===== config.mk =====
export PLATFORM = sky130hd
export DESIGN_NAME = alu
export DESIGN_NICKNAME = d
export VERILOG_FILES = /design/src/rtl/alu.sv
export SDC_FILE = /design/constraint.sdc
export NUM_CORES = 1
export LEC_CHECK = 0
export BUFFER_PORTS_ARGS = -buffer_cell sky130_fd_sc_hd__clkbuf_2
export CORE_MARGIN = 10
export CORE_UTILIZATION = 32
export DETAILED_ROUTE_END_ITERATION = 10
export MAX_ROUTING_LAYER = met4
export PLACE_DENSITY = 0.57
export SLEW_MARGIN = 20
export SYNTH_ARGS = -nofsm -noshare
export SYNTH_HDL_FRONTEND = slang
export SYNTH_SLANG_ARGS = --single-unit

===== constraint.sdc =====
create_clock -name clk -period 11.9 [get_ports clk]
set_clock_uncertainty 0.1 [all_clocks]
set_input_delay 1.19 -clock clk [delete_from_list [all_inputs] [get_ports clk]]
set_output_delay 1.19 -clock clk [all_outputs]
set_load 0.05 [all_outputs]

===== src/rtl/alu.sv =====
// Registered 32-bit integer ALU with zero/carry/negative/overflow flags.
// One operation per cycle, results visible one edge after sampling.
module alu #(
  parameter int WIDTH = 32
) (
  input  logic             clk,
  input  logic             rst,
  input  logic [WIDTH-1:0] a,
  input  logic [WIDTH-1:0] b,
  input  logic [3:0]       aluc,
  output logic [WIDTH-1:0] result,
  output logic             zero,
  output logic             carry,
  output logic             negative,
  output logic             overflow
);

  localparam int SW = $clog2(WIDTH);

  localparam logic [3:0] OP_ADDU = 4'b0000;
  localparam logic [3:0] OP_SUBU = 4'b0001;
  localparam logic [3:0] OP_ADD  = 4'b0010;
  localparam logic [3:0] OP_SUB  = 4'b0011;
  localparam logic [3:0] OP_AND  = 4'b0100;
  localparam logic [3:0] OP_OR   = 4'b0101;
  localparam logic [3:0] OP_XOR  = 4'b0110;
  localparam logic [3:0] OP_NOR  = 4'b0111;
  localparam logic [3:0] OP_LUI0 = 4'b1000;
  localparam logic [3:0] OP_LUI1 = 4'b1001;
  localparam logic [3:0] OP_SLTU = 4'b1010;
  localparam logic [3:0] OP_SLT  = 4'b1011;
  localparam logic [3:0] OP_SRA  = 4'b1100;
  localparam logic [3:0] OP_SRL  = 4'b1101;
  localparam logic [3:0] OP_SLL0 = 4'b1110;
  localparam logic [3:0] OP_SLL1 = 4'b1111;

  logic [WIDTH:0]   sum;
  logic [WIDTH-1:0] diff;
  logic             ltu;
  logic             lts;
  logic [SW-1:0]    sh;
  logic [WIDTH:0]   rext;
  logic [WIDTH:0]   lext;
  logic [SW:0]      lidx;

  logic [WIDTH-1:0] res;
  logic             c;
  logic             n;
  logic             v;

  assign sum  = {1'b0, a} + {1'b0, b};
  assign diff = a - b;
  assign ltu  = a < b;
  assign lts  = $signed(a) < $signed(b);
  assign sh   = a[SW-1:0];

  // Padded copies so a zero shift amount selects the constant 0 as carry.
  assign rext = {b, 1'b0};
  assign lext = {1'b0, b};
  assign lidx = (SW + 1)'(WIDTH) - {1'b0, sh};

  always_comb begin
    res = '0;
    c   = 1'b0;
    v   = 1'b0;
    n   = 1'b0;
    case (aluc)
      OP_ADDU: begin
        res = sum[WIDTH-1:0];
        c   = sum[WIDTH];
      end
      OP_ADD: begin
        res = sum[WIDTH-1:0];
        v   = (a[WIDTH-1] == b[WIDTH-1]) &&
              (res[WIDTH-1] != a[WIDTH-1]);
      end
      OP_SUBU: begin
        res = diff;
        c   = ltu;
      end
      OP_SUB: begin
        res = diff;
        v   = (a[WIDTH-1] != b[WIDTH-1]) &&
              (res[WIDTH-1] != a[WIDTH-1]);
      end
      OP_AND: res = a & b;
      OP_OR:  res = a | b;
      OP_XOR: res = a ^ b;
      OP_NOR: res = ~(a | b);
      OP_LUI0, OP_LUI1: res = {b[15:0], 16'h0000};
      OP_SLTU: begin
        res = WIDTH'(ltu);
        c   = ltu;
      end
      OP_SLT: res = WIDTH'(lts);
      OP_SRA: begin
        res = $signed(b) >>> sh;
        c   = rext[sh];
      end
      OP_SRL: begin
        res = b >> sh;
        c   = rext[sh];
      end
      OP_SLL0, OP_SLL1: begin
        res = b << sh;
        c   = lext[lidx];
      end
      default: res = '0;
    endcase
    n = (aluc == OP_SLT) ? lts : res[WIDTH-1];
  end

  always_ff @(posedge clk) begin
    if (rst) begin
      result   <= '0;
      zero     <= 1'b0;
      carry    <= 1'b0;
      negative <= 1'b0;
      overflow <= 1'b0;
    end else begin
      result   <= res;
      zero     <= (res == '0);
      carry    <= c;
      negative <= n;
      overflow <= v;
    end
  end

endmodule


# After elaboration in Yosys (flattened, before gate mapping)
# Cells that the tools add are included.
# totals
reg_bits	36
output_inout_bits	36
# op_classes
addsub	3
magnitude_cmp	4
eq_ne	19
shifts	3
n_mux	8
bitwise_logic	4
reduce_logical	10
# op_table
cell	count
one-hot mux 32 bit (12 select lines)	1
< comparator 32 bit	2
adder 32 x 32 -> 33 bit	1
AND 32 bit	1
equality test 4 bit (second input constant)	8
logical NOT 32 bit	1
NOT 32 bit	1
OR 32 bit	1
<< shifter 32 x 5 -> 32 bit	1
>> shifter 32 x 5 -> 32 bit	1
>>> shifter 32 x 5 -> 32 bit	1
subtractor 32 bit	1
XOR 32 bit	1
equality test 4 x 3 -> 1 bit (second input constant)	4
OR reduction 2 bit	6
equality test 4 x 2 -> 1 bit (second input constant)	2
< comparator 5 x 7 -> 1 bit (second input constant)	1
< comparator 6 x 7 -> 1 bit (second input constant)	1
binary-select mux 1 bit (select 6 bit)	1
subtractor 6 x 5 -> 6 bit (first input constant)	1
binary-select mux 1 bit (select 5 bit)	1
equality test 4 x 1 -> 1 bit (second input constant)	1
logical NOT 4 bit	1
one-hot mux 1 bit (4 select lines)	1
other kinds (5)	10

# Logic depth before layout (Yosys ltp)
# logic_depth
word_depth	4
mapped_depth	18

# Least setup slack after synthesis
# No wires, ideal clock.
# synth_timing
path_kind	input to register
start	in a[2]
end	reg zero
arrival_time_ps	5056
required_time_ps	11713
path_slack_ps	6657
path_stages	16
n_path_buf	4
path_cell_list	inv_1 -> buf_1 -> clkbuf_1 -> clkbuf_1 -> ha_1 -> buf_2 -> nor4_1 -> o21a_1 -> o211ai_1 -> nand3_1 -> a2111oi_0 -> or3_1 -> a21boi_0 -> or4_1 -> nor4_1 -> nor4b_2
# synth_via
elab_chain_len	4
word_cells_on_any_way	13
cone_classes	add/sub: 2; order compare: 2; shift: 3; mux: 1; bitwise: 4; reduce/logical: 1
# synth_lines
element	line	source
start: declaration	8	input logic [WIDTH-1:0] a,
branches (longest 2 deep; another with subtractor 32 bit)	--	
one-hot mux 32 bit (12 select lines) (*)	67	case (aluc)
logical NOT 32 bit (*)	122	zero <= (res == '0);
end signal: assignment	122	
end: declaration	12	output logic zero,
# Every way passes the cells marked *.
# A chain may end at the register's enable or synchronous reset.

# Worst setup path in the final report
# layout_timing
start	in a[1]
end	reg zero
# Same word-level chain as after synthesis.

==> flow_summary.rst <==
.. list-table::
   :header-rows: 1

   * - Metric
     - Value
   * - Number of buffers inserted for hold repair after clock tree synthesis
     - 0
   * - Yosys warnings
     - 0
   * - Number of placed instances, taps included
     - 1986
   * - Number of inserted filler cells in the final layout
     - between 3000 and 4000
   * - Clock Root Buffer
     - sky130_fd_sc_hd__clkbuf_16
   * - Critical path startpoint category
     - input port
   * - Count of boundary I/O pins
     - between 100 and 150
   * - Required arrival time at the worst endpoint
     - between 10000 and 15000 ps
   * - Std-Cell Core Area
     - 0.03446 sq mm
   * - PnR worst setup slack
     - between 5000 and 6000 ps
   * - Total half-perimeter wirelength after legalization and detailed placement
     - approximately 44 mm
   * - Final Hold Fails
     - 0
   * - Cell Area, Synth
     - 0.01113 sq mm
   * - Pin count of the biggest net entering global routing
     - 74
   * - Type of destination of the critical path
     - flip-flop
   * - Critical Path Fanout Max
     - 55
   * - MaxCap Viol Count
     - 0
   * - Post-synthesis instance total
     - around 1500
   * - Result of the run
     - finished, final reports clean
   * - Per-instance average area after synthesis
     - just over 7 sq um
   * - Cell types occupying the most area after synthesis
     - sky130_fd_sc_hd__ha_1 (11%), sky130_fd_sc_hd__mux4_2 (7.7%), sky130_fd_sc_hd__dfxtp_1 (6.5%)
   * - Critical setup path kind
     - input port to flip-flop
   * - Utilization of the core after routing
     - 0.3459
   * - Worst min-delay path class
     - input port to flip-flop
   * - First-pass GRT wire length
     - roughly 84 mm
   * - Share of the synthesized area in the top cell type
     - 0.1091
   * - CTS sink cnt
     - 36
   * - Number of I/O port buffers
     - roughly 110
   * - Ratio of total power to cell area
     - approximately 76 mW/mm^2
   * - Chip Width
     - 206.5 microns
   * - Fin. max-slew vios
     - 0
   * - Slew of the pin with the lowest slew margin
     - roughly 1300 ps
   * - Fraction of the cycle the final worst path needs
     - 0.4966
   * - Post-CTS setup repair buffer count
     - 0
   * - Share of the yosys chip area belonging to registers
     - 0.06477
   * - Synthesis-to-finish area growth
     - 7.129%
   * - Vias
     - 13088
   * - CTS tree
     - yes
   * - Flip-flop and latch area
     - between 700 and 800 sq um
   * - Final Wtd Congestion
     - ~1.1
   * - Area of the multi-input gates
     - roughly 0.0094 sq mm
   * - Highest metal layer used by the detailed router
     - met4
   * - Die height
     - roughly 210 microns
   * - Standard-cell row count
     - between 60 and 70
   * - EDFF count, synth
     - 0
   * - Number of antenna violations at the first check in global routing
     - 0
   * - Fin Setup TNS
     - 0 ps
   * - Netlist cell types
     - between 80 and 90
   * - Syn Nets
     - around 1700
   * - Number of buffers added by the clock tree synthesis step
     - 5
   * - Final std cells w/o fill
     - ~2000
   * - Vias in the first global route
     - 12311
   * - Met3 wire length
     - 5.548 mm
   * - Drt initial violations
     - about 1700
   * - Fraction of layout cells with a size suffix above 1
     - 0.1475
   * - Delay contributed by the slowest stage of the critical path
     - between 500 and 600 ps
   * - Worst slew margin
     - 0.1173
   * - Final global-route overflow total
     - 0
   * - Cell leakage power
     - 4.928 nW
   * - Global-route usage over all layers
     - 0.2670
   * - FMAX
     - approximately 0.17 GHz
   * - Commonest non-fill, non-tap cell in the layout
     - sky130_fd_sc_hd__nor2_1
   * - Crit path arrival time
     - 6000 ps
   * - Clock transition at the register clock pins on the worst setup and hold paths after CTS
     - about 80 ps
   * - Length of the first detailed-routing pass in iterations
     - 8
   * - Top FF cell, synth
     - sky130_fd_sc_hd__dfxtp_1
   * - Residual DRC
     - 0
   * - Total of flip-flops plus latches after synthesis
     - 36
   * - Setup crit start
     - a[1]
   * - HP Start
     - rst
   * - Number of setup violations in the final report
     - 0
   * - Antenna viol nets, final
     - 0
   * - Setup repair after global routing missed its margin
     - no
   * - Total met2 wirelength after detailed routing
     - around 25 mm
   * - Dominant cell type by area after synthesis
     - sky130_fd_sc_hd__ha_1
   * - Maximum buffer depth of the clock tree
     - 2
   * - Max stage delay cell, worst path
     - sky130_fd_sc_hd__buf_4
   * - H-tree lvl count
     - 2
   * - Worst slack after detailed placement
     - between 5000 and 6000 ps
   * - Leading cell types in the layout, fill and taps excluded
     - sky130_fd_sc_hd__nor2_1 (150), sky130_fd_sc_hd__nand2_1 (117), sky130_fd_sc_hd__a21oi_1 (112)
   * - Net count reported at finish
     - roughly 1700
   * - Cell-by-cell listing of the critical path
     - buf_4 -> inv_1 -> ha_1 -> o21ba_2 -> nor4_1 -> o21a_1 -> o2111a_1 -> o21ai_0 -> and4_1 -> nor3_1 -> nand4_1 -> nor3_1 -> nand4_1 -> nor4b_2
   * - Share of async-settable or async-resettable flops after synthesis
     - 0
   * - Routed WL per cell
     - around 29 microns
   * - Ratio of routed vias to standard cells
     - roughly 6.6
   * - Post-CTS sizing
     - 0
   * - Final routed wirelength across all metal layers
     - approximately 57 mm
   * - Tmin final
     - approximately 6000 ps
   * - Starting density of the core
     - 0.3229
   * - Die ar.
     - 0.04263 sq mm
   * - Worst voltage drop across the vdd grid
     - between 0.04 and 0.05 mV
   * - Routed metal-1 wirelength
     - roughly 23 mm
-- sequential cells by signal (all words and copies together), names as in the netlist --
register  count
carry         1
negative      1
overflow      1
result       32
zero          1
-- cell usage after synthesis, types with 9 or more instances --
| cell type | count |
|---|---|
| sky130_fd_sc_hd__o221ai_1 | 9 |
| sky130_fd_sc_hd__nand2_1 | 117 |
| sky130_fd_sc_hd__nand2b_1 | 14 |
| sky130_fd_sc_hd__clkbuf_1 | 92 |
| sky130_fd_sc_hd__buf_2 | 27 |
| sky130_fd_sc_hd__o21a_1 | 10 |
| sky130_fd_sc_hd__nor4_1 | 14 |
| sky130_fd_sc_hd__nand3_1 | 30 |
| sky130_fd_sc_hd__dfxtp_1 | 36 |
| sky130_fd_sc_hd__and3_1 | 12 |
| sky130_fd_sc_hd__and2_1 | 11 |
| sky130_fd_sc_hd__a211oi_1 | 53 |
| sky130_fd_sc_hd__a21oi_1 | 112 |
| sky130_fd_sc_hd__mux2_2 | 32 |
| sky130_fd_sc_hd__mux4_1 | 10 |
| sky130_fd_sc_hd__o211ai_1 | 22 |
| sky130_fd_sc_hd__ha_1 | 97 |
| sky130_fd_sc_hd__o31ai_1 | 19 |
| sky130_fd_sc_hd__nand4_1 | 9 |
| sky130_fd_sc_hd__inv_1 | 96 |
| sky130_fd_sc_hd__o21ai_0 | 105 |
| sky130_fd_sc_hd__buf_1 | 16 |
| sky130_fd_sc_hd__nor2_1 | 150 |
| sky130_fd_sc_hd__o22ai_1 | 20 |
| sky130_fd_sc_hd__mux2i_1 | 57 |
| sky130_fd_sc_hd__mux4_2 | 38 |
| sky130_fd_sc_hd__a21o_1 | 12 |
| sky130_fd_sc_hd__a22oi_1 | 11 |
| sky130_fd_sc_hd__xnor2_1 | 26 |
| sky130_fd_sc_hd__a221oi_1 | 19 |
| sky130_fd_sc_hd__nor2b_1 | 24 |
| sky130_fd_sc_hd__or2_2 | 10 |
| sky130_fd_sc_hd__a31oi_1 | 31 |
| sky130_fd_sc_hd__nor3_1 | 51 |
-- cell type report --
| cell class | count | share of cell area |
|---|---|---|
| Tap cell | 455 | 0.04776 |
| Inverter | 98 | 0.03086 |
| Clock buffer | 5 | 0.01050 |
| Sequential cell | 36 | 0.06046 |
| Clock inverter | 3 | 0.003569 |
| Timing Repair Buffer | 126 | 0.05794 |
| Antenna cell | 2 | 0.0004199 |
| Multi-Input combinational cell | 1271 | 0.7885 |
-- layer usage --
| layer | global-route usage | up-vias |
|---|---|---|
| li1 | - | 5796 |
| met1 | 0.3442 | 6332 |
| met2 | 0.4045 | 819 |
| met3 | 0.03981 | 141 |
| met4 | 0.1214 | 0 |
| met5 | - | - |
-- report_power, final --
| group | switching, W | internal, W |
|---|---|---|
| Clock | 0.0000650 | 0.0000989 |
| Combinational | 0.000410 | 0.000197 |
| Sequential | 0.00000306 | 0.000132 |
-- critical path: cells and delay by family --
kind,cells,cell delay [ps]
compound gates,4,1020
fa+ha+maj,1,460
buf+inv,2,1000
simple gates,7,2290
-- cell families after synthesis --
kind of cell / Yosys count / synth area share
adders and majority gates: 99 / 0.1127
AOI/OAI and AO/OA: 536 / 0.3249
buffers and inverters: 242 / 0.09097
muxes: 137 / 0.1842
DFF: 36 / 0.06477
and+or+nand+nor: 470 / 0.1997
xor gates and xnor gates: 29 / 0.02283
-- stage by stage --
step / total power [W] / cell area, sq um / hold slack, ps
floorplan: 0.0005401 / 11130 / 1389
global placement: 0.0007257 / 11750 / 1589
detailed placement: 0.0007255 / 11750 / 1589
CTS: 0.0008899 / 11920 / 1302
global route: 0.0009473 / 11920 / 1327
finish: 0.0009063 / 11920 / 1302
-- worst paths after layout --
kind,endpoint,slack (ps),cells after the start
hold / removal,result[0],1300,3
setup / recovery,zero,5990,14
Note: power is estimated with default switching activity, not from simulation.
